===== src/rtl/tiny_cpu_pkg.sv =====
// Shared constants for the tiny 8-bit CPU: data-memory map, arbiter port
// indices and instruction opcodes used by the core and ROM.
package tiny_cpu_pkg;

  localparam int RAM_DEPTH = 30;
  localparam logic [4:0] ADDR_IO_IN  = 5'd30;
  localparam logic [4:0] ADDR_IO_OUT = 5'd31;

  localparam int PORT_C = 0;
  localparam int PORT_H = 1;

  typedef enum logic [3:0] {
    OP_NOP = 4'h0,
    OP_LDA = 4'h1,
    OP_STA = 4'h2,
    OP_ADD = 4'h3,
    OP_SUB = 4'h4,
    OP_JMP = 4'h5,
    OP_JZ  = 4'h6,
    OP_OUT = 4'h7,
    OP_HLT = 4'hF
  } opcode_e;

endpackage


===== src/rtl/tiny_cpu_rr_arb2.sv =====
// Two-way arbiter with a one-bit "last granted" pointer; grants are combinational
// from req and the pointer, which only moves when something is granted.
module tiny_cpu_rr_arb2
  import tiny_cpu_pkg::*;
#(
  parameter int FIXED_PRIO = 0
) (
  input  logic       clk,
  input  logic       reset,
  input  logic [1:0] req_i,
  output logic [1:0] gnt_o
);

  logic last_q, last_d;

  always_comb begin
    gnt_o = 2'b00;
    if (req_i[PORT_C] && req_i[PORT_H]) begin
      if ((FIXED_PRIO != 0) || (last_q == 1'(PORT_H))) begin
        gnt_o[PORT_C] = 1'b1;
      end else begin
        gnt_o[PORT_H] = 1'b1;
      end
    end else begin
      gnt_o = req_i;
    end
  end

  always_comb begin
    last_d = last_q;
    if (gnt_o[PORT_H]) begin
      last_d = 1'(PORT_H);
    end else if (gnt_o[PORT_C]) begin
      last_d = 1'(PORT_C);
    end
  end

  // Resetting to H lets C win the first tie.
  always_ff @(posedge clk) begin
    if (reset) begin
      last_q <= 1'(PORT_H);
    end else begin
      last_q <= last_d;
    end
  end

endmodule


===== src/rtl/tiny_cpu_mem_arbiter.sv =====
// Data-memory arbiter for the tiny CPU: 30-byte RAM, io_in window and io_out
// register, one access per cycle shared between core (C) and host loader (H).
module tiny_cpu_mem_arbiter
  import tiny_cpu_pkg::*;
#(
  parameter int FIXED_PRIO = 0
) (
  input  logic       clk,
  input  logic       reset,
  input  logic       c_req,
  input  logic       c_we,
  input  logic [4:0] c_addr,
  input  logic [7:0] c_wdata,
  input  logic       h_req,
  input  logic       h_we,
  input  logic [4:0] h_addr,
  input  logic [7:0] h_wdata,
  output logic       c_gnt,
  output logic       h_gnt,
  output logic       c_rvalid,
  output logic       h_rvalid,
  output logic [7:0] rdata,
  input  logic [7:0] io_in,
  output logic [7:0] io_out
);

  logic [1:0] gnt;
  logic       sel_vld;
  logic       sel_we;
  logic [4:0] sel_addr;
  logic [7:0] sel_wdata;
  logic       ram_hit;
  logic [7:0] rd_dat;

  logic [7:0] mem_q [0:RAM_DEPTH-1];
  logic [7:0] io_out_q, io_out_d;
  logic [7:0] rdata_q, rdata_d;
  logic       c_rvalid_q, c_rvalid_d;
  logic       h_rvalid_q, h_rvalid_d;

  tiny_cpu_rr_arb2 #(
    .FIXED_PRIO(FIXED_PRIO)
  ) u_arb (
    .clk  (clk),
    .reset(reset),
    .req_i({h_req, c_req}),
    .gnt_o(gnt)
  );

  assign c_gnt = gnt[PORT_C];
  assign h_gnt = gnt[PORT_H];

  assign sel_vld   = c_gnt | h_gnt;
  assign sel_we    = h_gnt ? h_we    : c_we;
  assign sel_addr  = h_gnt ? h_addr  : c_addr;
  assign sel_wdata = h_gnt ? h_wdata : c_wdata;
  assign ram_hit   = (sel_addr < 5'(RAM_DEPTH));

  always_comb begin
    rd_dat = 8'h00;
    if (sel_addr == ADDR_IO_IN) begin
      rd_dat = io_in;
    end else if (sel_addr == ADDR_IO_OUT) begin
      rd_dat = io_out_q;
    end else if (ram_hit) begin
      rd_dat = mem_q[sel_addr];
    end
  end

  // Writes to the io_in window fall through every case and are dropped.
  always_comb begin
    io_out_d   = io_out_q;
    rdata_d    = rdata_q;
    c_rvalid_d = 1'b0;
    h_rvalid_d = 1'b0;
    if (sel_vld && sel_we && (sel_addr == ADDR_IO_OUT)) begin
      io_out_d = sel_wdata;
    end
    if (sel_vld && !sel_we) begin
      rdata_d    = rd_dat;
      c_rvalid_d = c_gnt;
      h_rvalid_d = h_gnt;
    end
  end

  always_ff @(posedge clk) begin
    if (reset) begin
      io_out_q   <= 8'h00;
      rdata_q    <= 8'h00;
      c_rvalid_q <= 1'b0;
      h_rvalid_q <= 1'b0;
    end else begin
      io_out_q   <= io_out_d;
      rdata_q    <= rdata_d;
      c_rvalid_q <= c_rvalid_d;
      h_rvalid_q <= h_rvalid_d;
    end
  end

  // RAM has no reset so loaded contents survive a core reset.
  always_ff @(posedge clk) begin
    if (sel_vld && sel_we && ram_hit) begin
      mem_q[sel_addr] <= sel_wdata;
    end
  end

  assign c_rvalid = c_rvalid_q;
  assign h_rvalid = h_rvalid_q;
  assign rdata    = rdata_q;
  assign io_out   = io_out_q;

endmodule

===== config.mk =====
export PLATFORM = sky130hd
export DESIGN_NAME = tiny_cpu_mem_arbiter
export DESIGN_NICKNAME = d
export VERILOG_FILES = /design/src/rtl/tiny_cpu_pkg.sv /design/src/rtl/tiny_cpu_rr_arb2.sv /design/src/rtl/tiny_cpu_mem_arbiter.sv
export SDC_FILE = /design/constraint.sdc
export NUM_CORES = 1
export LEC_CHECK = 0
export CAP_MARGIN = 25
export CORE_ASPECT_RATIO = 2
export CORE_MARGIN = 2
export CORE_UTILIZATION = 40
export DETAILED_ROUTE_END_ITERATION = 12
export GPL_ROUTABILITY_DRIVEN = 1
export GPL_TIMING_DRIVEN = 0
export REMOVE_ABC_BUFFERS = 1
export SYNTH_ARGS = -nofsm -noshare
export SYNTH_HDL_FRONTEND = slang
export SYNTH_SLANG_ARGS = --single-unit
export TNS_END_PERCENT = 1

===== constraint.sdc =====
create_clock -name clk -period 3.16 [get_ports clk]
set_clock_uncertainty 0.2 [all_clocks]
set_input_delay 0.316 -clock clk [delete_from_list [all_inputs] [get_ports clk]]
set_output_delay 0.316 -clock clk [all_outputs]
set_load 0.02 [all_outputs]

# After elaboration in Yosys (flattened, before gate mapping)
# Memories as Yosys holds them, arrays and structs flattened.
# Index checks and enable logic that the tools add are counted.
# word_totals
reg_bits	19
ramBits	240
input_bits	40
elab_cells	30
n_memories	1
# classes
order_cmp	1
eq_ne	2
mux	11
bitwise	2
n_reduce_logical	8
# mem_list
name	words	word_bits	rd	rd_ports_with_merged_regs	write_ports	line_no	rtl
mem_q	30	8	1	0	1	tiny_cpu_mem_arbiter.sv:35	logic [7:0] mem_q [0:RAM_DEPTH-1];
# op_table
operator	count
$mux W8	4
$eq A5 B5 Y1 const B	2
$logic_and A1 B1 Y1	5
$lt A5 B5 Y1 const B	1
$mux W1	5
$mux W5	1
$reduce_or A2 Y1	2
$mux W2	1
$logic_not A1 Y1	1
$not A1 Y1	1
$or A1 B1 Y1	1

# Logic depth before layout (Yosys ltp)
# Gate-level depths: netlist of run 1.
# depth
word_depth	7
depth_mapped	10
mapped_depth_nobuf	7

# Modules after synthesis
# Synthesis of run 1 repeated with hierarchy kept, for this count alone.
# hier_totals
cells_unflattened	740
hier_area_um2	10650.2
# modules_own_cells
module	instances	cells_each	area_each_um2
tiny_cpu_mem_arbiter	1	733	10595.2
tiny_cpu_rr_arb2	1	7	55.1

# Least setup slack after synthesis of run 1
# Ideal clock, no wire load.
# synth_path
path_type	in2reg
startpoint	input port h_addr[0]
endpoint	memory mem_q[27][0] (enable)
setup_time_ns	0.395
t_arrival_ns	2.225
required_time_ns	2.565
slack_ns	0.340
cell_stages	6
cell_sequence	buf_2 nand2_1 a2bb2oi_2 buf_2 buf_2 nor4_1
# synth_via
elab_chain_len	5
# synth_lines
element	line_no	rtl
start, declared	tiny_cpu_mem_arbiter.sv:16	input logic [4:0] h_addr,
$mux W5 *	tiny_cpu_mem_arbiter.sv:55	assign sel_addr = h_gnt ? h_addr : c_addr;
$lt A5 B5 Y1	tiny_cpu_mem_arbiter.sv:57	assign ram_hit = (sel_addr < 5'(RAM_DEPTH));
$logic_and A1 B1 Y1	tiny_cpu_mem_arbiter.sv:102	if (sel_vld && sel_we && ram_hit) begin
$mux W1	tiny_cpu_mem_arbiter.sv:102	
$mux W1 (implied by the code)	tiny_cpu_mem_arbiter.sv:103	mem_q[sel_addr] <= sel_wdata;
end, declared	tiny_cpu_mem_arbiter.sv:35	
# Mark *: on every way between the ends. The rest lies on a longest branch, timed or not.

# Worst setup path in the final report of run 1
# layout_path
startpoint	register u_arb.last_q
endpoint	register rdata_q[5] (netlist: rdata[5])
# layout_via
elab_chain_len	7
# layout_lines
element	line_no	rtl
start, declared	tiny_cpu_rr_arb2.sv:14	logic last_q, last_d;
start signal, assigned	tiny_cpu_rr_arb2.sv:41	last_q <= 1'(PORT_H);
start signal, assigned	tiny_cpu_rr_arb2.sv:43	last_q <= last_d;
$mux W1	tiny_cpu_rr_arb2.sv:19	if ((FIXED_PRIO != 0) || (last_q == 1'(PORT_H))) begin
$mux W2 *	tiny_cpu_rr_arb2.sv:18	if (req_i[PORT_C] && req_i[PORT_H]) begin
$mux W5	tiny_cpu_mem_arbiter.sv:55	
$mem_v2 Z30 W8 or $lt A5 B5 Y1 (tied branches)	--	
$mux W8	tiny_cpu_mem_arbiter.sv:65	end else if (ram_hit) begin
$mux W8	tiny_cpu_mem_arbiter.sv:63	end else if (sel_addr == ADDR_IO_OUT) begin
$mux W8	tiny_cpu_mem_arbiter.sv:61	if (sel_addr == ADDR_IO_IN) begin
end signal, assigned	tiny_cpu_mem_arbiter.sv:94	rdata_q <= rdata_d;
end, declared	tiny_cpu_mem_arbiter.sv:37	logic [7:0] rdata_q, rdata_d;
# Marks and branches as above.
# A chain may end at the register's enable or synchronous reset.

==> flow_summary_export.csv, run 1 <==
group,metric,value,unit
status,status,"finished with violations",
status,violations,"setup timing",
final_layout,design_area,0.0142,mm^2
setup_path,cp_data_arrival_time,3.40,ns
setup_path,crit_top_cell,"buf_12",
final_layout,synthToLayoutAreaGrowth,22.3,%
yosys,synth_area,0.0116,mm^2
sta,finalCritPeriodShare,100,%
hold_path,whs_path_depth,3,
drt,ant_nets,0,
yosys,synthArstFlopShare,0,%
global_route,grt_pass1_vias,8069,
yosys,syn_inst,862,
setup_path,critPathMaxStageDelay,0.51,ns
placement,dpl_cell_area,0.0128,mm^2
floorplan,core,0.0287,mm^2
setup_path,reg2regPathDepth,9,
setup_path,critical_path.top_delay_family,"compound AO/OA/AOI/OAI gates",
setup_path,critical_path_class,"register to register",
sta,hold_viol,0,
setup_path,path_cells,"a21bo_4 -> buf_12 -> inv_12 -> o22ai_4 -> buf_12 -> a2111oi_0 -> a2111oi_2 -> o2111ai_1 -> o31ai_1",
setup_path,endpoint_kind,"register",
power_and_ir_drop,sw_frac_of_total,24.3,%
clock_tree,clock-sinks,259,
placement,gp_congestion,0.828,
final_layout,multi_input_area,0.00413,mm^2
power_and_ir_drop,leakagePower,4.63,nW
floorplan,die-area,0.0305,mm^2
setup_path,cp_slowest_cell,"a2111oi_2",
sta,fin_ws,-0.00583,ns
drt,routedWlPerCell,26.7,um
sta,setup_violations,1,
power_and_ir_drop,pwr-share-comb,13.0,%
placement,numPortBuffers,59,
sta,max_freq,316,MHz
setup_path,cp.buffers_inverters,3,
yosys,yosys.cell_types.count,62,
yosys,synth_edf_count,240,
power_and_ir_drop,clkPwrFrac,37.2,%
drt,dr.max_layer_used,"met4",
sta,rsz0062_at_grt,"true",
power_and_ir_drop,peakVddDrop,0.000340,V
drt,first_pass_iters,7,
final_layout,antennaDiodeCount,0,
clock_tree,clock_latency,0.53,ns
floorplan,start_util,40.4,%
power_and_ir_drop,internal-power,5.85,mW
global_route,grt_pass1_wl,51100,um
power_and_ir_drop,switchingPower,1.88,mW
global_route,antenna_found_initial,0,
clock_tree,cts_tree,"done",
drt,wl,34900,um
setup_path,cp_max_fo,66,
yosys,synth-seq-area-share,65.4,%
sta,hold_ws,0.215,ns
sta,drv_slew,0,
drt,vias,8076,
final_layout,drive_gt1_share,20.1,%
final_layout,n_fill_cell,2410,
power_and_ir_drop,pwr-share-seq,49.8,%
clock_tree,clkTransAtPathRegs,0.07,ns
clock_tree,clock-root-buffer,"clkbuf_16",
final_layout,register_area,0.00759,mm^2
drt,drt_iter0_markers,615,
yosys,synth-main-ff-cell,"edfxtp_1",
floorplan,die_h,245,um
clock_tree,cts_buffers,22,
hold_path,hold_path_class,"input pin to register",
setup_path,startpoint_type,"register",
global_route,track_usage,22.3,%
floorplan,fp-row-count,88,
yosys,ys_seq_elements,259,
sta,finalCriticalPeriod,3.17,ns
clock_tree,cts_max_path_buffers,3,
run,maxCapViolCount,0,
floorplan,dieWidth,124,um
setup_path,path_depth,9,
global_route,grt_max_degree,67,
drt,routed_via_density,6.19,
yosys,ys_warn_count,0,
final_layout,fin_nets,969,
drt,wl_met1,12100,um
floorplan,ios,60,
yosys,syn_area_per_cell,13.5,um^2
power_and_ir_drop,power_density,544,mW/mm^2
sta,max_slew_margin,38.7,%
placement,place_hpwl,22800,um
sta,worst_pin_slew,0.902,ns
setup_path,critPathRequiredTime,3.39,ns
drt,wl_met3,1980,um
clock_tree,h-tree-depth,1,
power_and_ir_drop,finalPower,7.72,mW
global_route,grt-ovfl-total,0,
drt,route.detailed.drc,0,
drt,route.met2.wl,18400,um
## placed cells by master, fill, tap and decap left out, drive strengths merged, types with 5 or more instances in the layout
cell	instances
edfxtp	240
nand2	95
mux2i	65
nor2	60
clkdlybuf4s50	53
buf	48
nand3	32
clkbuf	31
a2111oi	30
nor3	24
o221a	21
dfxtp	19
o21ai	17
mux2	14
a21oi	13
a211oi	12
a221oi	11
inv	10
o2111ai	9
o31ai	9
a2bb2oi	9
o211ai	8
a21boi	8
a32oi	7
and3b	6
mux4	5
and3	5
## stage by stage
step           setup slack (ns)  util (%)  cells  TNS (ns)
6_report               -0.00583      49.4   1305  -0.00583
5_1_grt                 -0.0708      49.4   1305    -0.333
4_1_cts                 -0.0337      49.2   1305   -0.0337
3_3_place_gp              -5.01      42.9   1214  -1503.22
3_5_place_dp              -1.91      44.4   1237   -400.45
2_1_floorplan             -1.31         -    795   -233.73
## cells by family after synthesis
kind of cell | Yosys count | share of synthesized area, %
AOI/OAI and AO/OA | 189 | 13.5
buffers and inverters | 76 | 3.01
DFF | 259 | 65.4
muxes | 83 | 7.91
and+or+nand+nor | 255 | 10.2
## per-layer routing
metal	GRT usage [%]	vias up
li1	-	3573
met1	24.5	4005
met2	40.5	387
met3	2.48	111
met4	14.3	0
met5	0	-
## worst min-delay path, stage by stage
cell	delay [ns]
dlygate4sd2_1	0.37
nand2b_1	0.15
nand2_1	0.05
## power groups by stage
stage	Clock, mW	Combinational [mW]	Sequential (mW)
floorplan	0	0.404	3.93
global placement	0	0.793	3.93
detailed placement	0	0.888	3.92
CTS	2.91	0.985	3.84
global route	3.03	1.05	3.85
finish	2.87	1.01	3.84
## registers in the layout, summed over array words and instances, names as in the netlist
register / flops
u_arb.last_q: 1
h_rvalid: 1
mem_q: 240
io_out: 8
c_rvalid: 1
rdata: 8
## Yosys cell counts, drive strengths merged (6+ instances only)
cell type / number / area [um^2]
a221oi: 11 / 96.3
mux2: 14 / 158
a32oi: 7 / 61.3
a2111oi: 30 / 263
a21boi: 8 / 60.1
o31ai: 9 / 67.6
nor3: 24 / 120
clkbuf: 33 / 125
mux2i: 64 / 648
and3b: 6 / 52.6
a21oi: 13 / 65.1
nor2: 60 / 225
o21ai: 17 / 85.1
nand2: 95 / 357
o211ai: 8 / 60.1
dfxtp: 19 / 380
buf: 34 / 188
o2111ai: 9 / 78.8
o221a: 21 / 236
a211oi: 12 / 90.1
edfxtp: 240 / 7210
a2bb2oi: 9 / 85.1
nand3: 32 / 160
inv: 9 / 36.3
## final cells by class
type                            count  area share [%]
Timing Repair Buffer              106            8.58
Sequential cell                   259            53.5
Tap cell                          360            3.17
Inverter                            9           0.326
Clock buffer                       31            4.48
Clock inverter                      9           0.890
Multi-Input combinational cell    531            29.1
## what timing repair did
item / 4_1_cts / 5_1_grt
cloned: 4 / 0
setup buffers: 24 / 0
endpoints found under the setup margin: 257 / 140
resized for setup: 93 / 13
pin swaps: 9 / 10
hold endpoints to repair: 0 / 0
hold buffers: 0 / 0
## final timing paths
path           startpoint      endpoint  slack, ns
max          u_arb.last_q      rdata[5]     -0.006
min                 h_req  u_arb.last_q       0.21
max reg2reg  u_arb.last_q      rdata[5]     -0.006
min reg2reg      rdata[2]      rdata[2]       0.32
(Power assumes the default switching activity.)
==> inputs of run 2 (changes only) <==
==> constraint.sdc (replaced) <==
create_clock -name clk -period 3.16 [get_ports clk]
set_clock_uncertainty 0.2 [all_clocks]
set_input_delay 0.632 -clock clk [delete_from_list [all_inputs] [get_ports clk]]
set_output_delay 0.632 -clock clk [all_outputs]
set_load 0.02 [all_outputs]
==> run 2 against run 1 <==
Effect of this change: the run still ends with setup timing left; count of clock-buffer cells in the layout is the same; sequential share of layout area barely moved; register-to-register slack lost 0.06 ns; global-route usage increased by 0.087 points; combinational power barely moved; sequential cell count is the same; die area unchanged; worst hold slack improved by 0.11 ns; final cell count stayed put; setup slack lost 0.060 ns; non-clock buffer count unchanged; largest cell class unchanged.
==> flow_summary_export.csv, run 2 (same netlist as run 1, synthesis figures left out) <==
group,metric,value,unit
status,status,"finished with violations",
status,violations,"setup timing",
sta,max_slew_margin,39.6,%
hold_path,hold_path_class,"register to register",
floorplan,core,0.0287,mm^2
setup_path,cp_data_arrival_time,3.46,ns
setup_path,rrSetupSlack,-0.07,ns
setup_path,critPathRequiredTime,3.39,ns
sta,worst_pin_slew,0.888,ns
clock_tree,cts_hold_buf,0,
sta,fin_ws,-0.0662,ns
setup_path,path_cells,"a21bo_4 -> buf_12 -> mux2i_4 -> buf_4 -> a2111oi_0 -> a2111oi_0 -> buf_1 -> o2111ai_1 -> o31ai_1",
global_route,grt_pass1_wl,51200,um
final_layout,final_cell_mix,"240 x edfxtp_1, 92 x nand2_1, 58 x mux2i_1, 47 x clkdlybuf4s50_1, 31 x nor2_1",
setup_path,crit_top_cell,"a2111oi_0",
placement,dp_cells,1237,
global_route,top_usage_layer,"met2",
clock_tree,clkTransAtPathRegs,0.07,ns
setup_path,worstReg2RegEnd,"rdata[7]",
clock_tree,cts_buffers,22,
floorplan,die_h,245,um
global_route,met3_usage,2.46,%
clock_tree,clock-sinks,259,
sta,finalCritPeriodShare,102,%
clock_tree,cts_max_path_buffers,3,
sta,drv_slew,0,
sta,setup_violations,2,
final_layout,n_fill_cell,2409,
drt,first_pass_iters,5,
setup_path,cp-startpoint,"u_arb.last_q",
setup_path,timing.rr.start,"u_arb.last_q",
drt,routedWlPerCell,26.8,um
drt,ant_nets,0,
drt,wl,35000,um
final_layout,fin_util,49.4,%
sta,hold_ws,0.326,ns
floorplan,ios,60,
final_layout,fin_nets,969,
power_and_ir_drop,power_density,545,mW/mm^2
final_layout,regMostFlops,"mem_q",
clock_tree,clock_latency,0.53,ns
setup_path,endpoint_kind,"register",
floorplan,start_util,40.4,%
setup_path,critical_path.top_delay_family,"compound AO/OA/AOI/OAI gates",
final_layout,largest_register_ff_count,240,
global_route,antenna_found_initial,0,
setup_path,critical_path_class,"register to register",
final_layout,antennaDiodeCount,0,
placement,gp_congestion,0.828,
sta,rsz0062_at_grt,"true",
final_layout,drive_gt1_share,20.4,%
placement,place_hpwl,22800,um
floorplan,dieWidth,124,um
final_layout,synthToLayoutAreaGrowth,22.3,%
power_and_ir_drop,leakagePower,4.67,nW
setup_path,cp_slowest_cell,"a2111oi_0",
setup_path,cp.buffers_inverters,3,
final_layout,final_cells,1305,
run,maxCapViolCount,0,
sta,hold_viol,0,
clock_tree,clock-root-buffer,"clkbuf_16",
power_and_ir_drop,peakVddDrop,0.000339,V
setup_path,cp_max_fo,35,
global_route,track_usage,22.4,%
drt,drt_iter0_markers,656,
clock_tree,h-tree-depth,1,
global_route,gr-usage-met2,41.7,%
drt,route.detailed.drc,0,
clock_tree,cts_tree,"done",
setup_path,reg2regPathDepth,9,
floorplan,fp-row-count,88,
setup_path,startpoint_type,"register",
placement,numPortBuffers,59,
final_layout,layout_commonest_cell,"edfxtp_1",
setup_path,worstSetupEndpoint,"rdata[7]",
sta,finalCriticalPeriod,3.23,ns
sta,max_freq,310,MHz
setup_path,critPathMaxStageDelay,0.49,ns
global_route,use_met1,24.4,%
global_route,grt-ovfl-total,0,
drt,vias,8112,
global_route,grt_max_degree,67,
power_and_ir_drop,finalPower,7.74,mW
floorplan,die-area,0.0305,mm^2
drt,routed_via_density,6.22,
setup_path,path_depth,9,
global_route,grt_pass1_vias,8053,
## run 2: changes by cell type in the layout (fill, tap and decap cells not counted), sizes merged
| cell | delta |
|---|---|
| clkdlybuf4s15 | +1 |
| dlygate4sd2 | -2 |
| clkbuf | +1 |
| clkdlybuf4s50 | -6 |
| buf | +1 |
| dlymetal6s2s | +5 |
## run 2: final cells by class
cell class	instances	area, um^2	area share, %
well taps	360	450	3.17
multi-input cells	531	4130	29.1
inverters	9	50.0	0.353
clock inverters	9	126	0.891
repair buffers	106	1210	8.50
flip-flops and latches	259	7590	53.5
clock buffers	31	636	4.48
## run 2: metrics by stage
step / setup slack [ns] / instance area [um^2] / setup TNS, ns
finish: -0.0662 / 14200 / -0.0670
global route: -0.0524 / 14200 / -0.813
CTS: -0.0548 / 14200 / -0.245
detailed placement: -2.23 / 12800 / -555.48
global placement: -5.32 / 12300 / -1661.22
floorplan: -1.63 / 11300 / -372.45
## run 2: report_power, final
group | internal [mW] | leakage (nW) | switching (mW)
sequential | 3.82 | 2.32 | 0.0205
clock | 1.66 | 0.374 | 1.23
combinational | 0.364 | 1.98 | 0.640
## run 2: how the worst min path moves through the flow
stage                            start            to  slack [ns]  cells after the start
after global routing         io_out[4]     io_out[4]        0.34                      2
after detailed placement      rdata[7]      rdata[7]        0.28                      2
final                         rdata[2]      rdata[2]        0.33                      2
after floorplan           u_arb.last_q  u_arb.last_q        0.30                      2
after global placement        rdata[0]      rdata[0]        0.31                      2
after CTS                     rdata[7]      rdata[7]        0.33                      2
## run 2: per-layer routing
metal	wire length, um	up-vias	part of all wire (%)
met5	0	-	0
met4	2210	0	6.3
met3	2110	100	6.0
met2	18600	406	53
met1	12100	4036	34
li1	-	3570	-
## run 2: worst min-delay path, stage by stage, from the launching register on
cell and delay (ns):
dfxtp_1 0.37, a2bb2oi_1 0.08, o41ai_1 0.05
## run 2: repair_timing
item | CTS | global route
cloned | 4 | 0
gates resized for setup | 107 | 14
setup endpoints to repair | 287 | 106
setup buffers | 24 | 0
pin swaps | 9 | 2
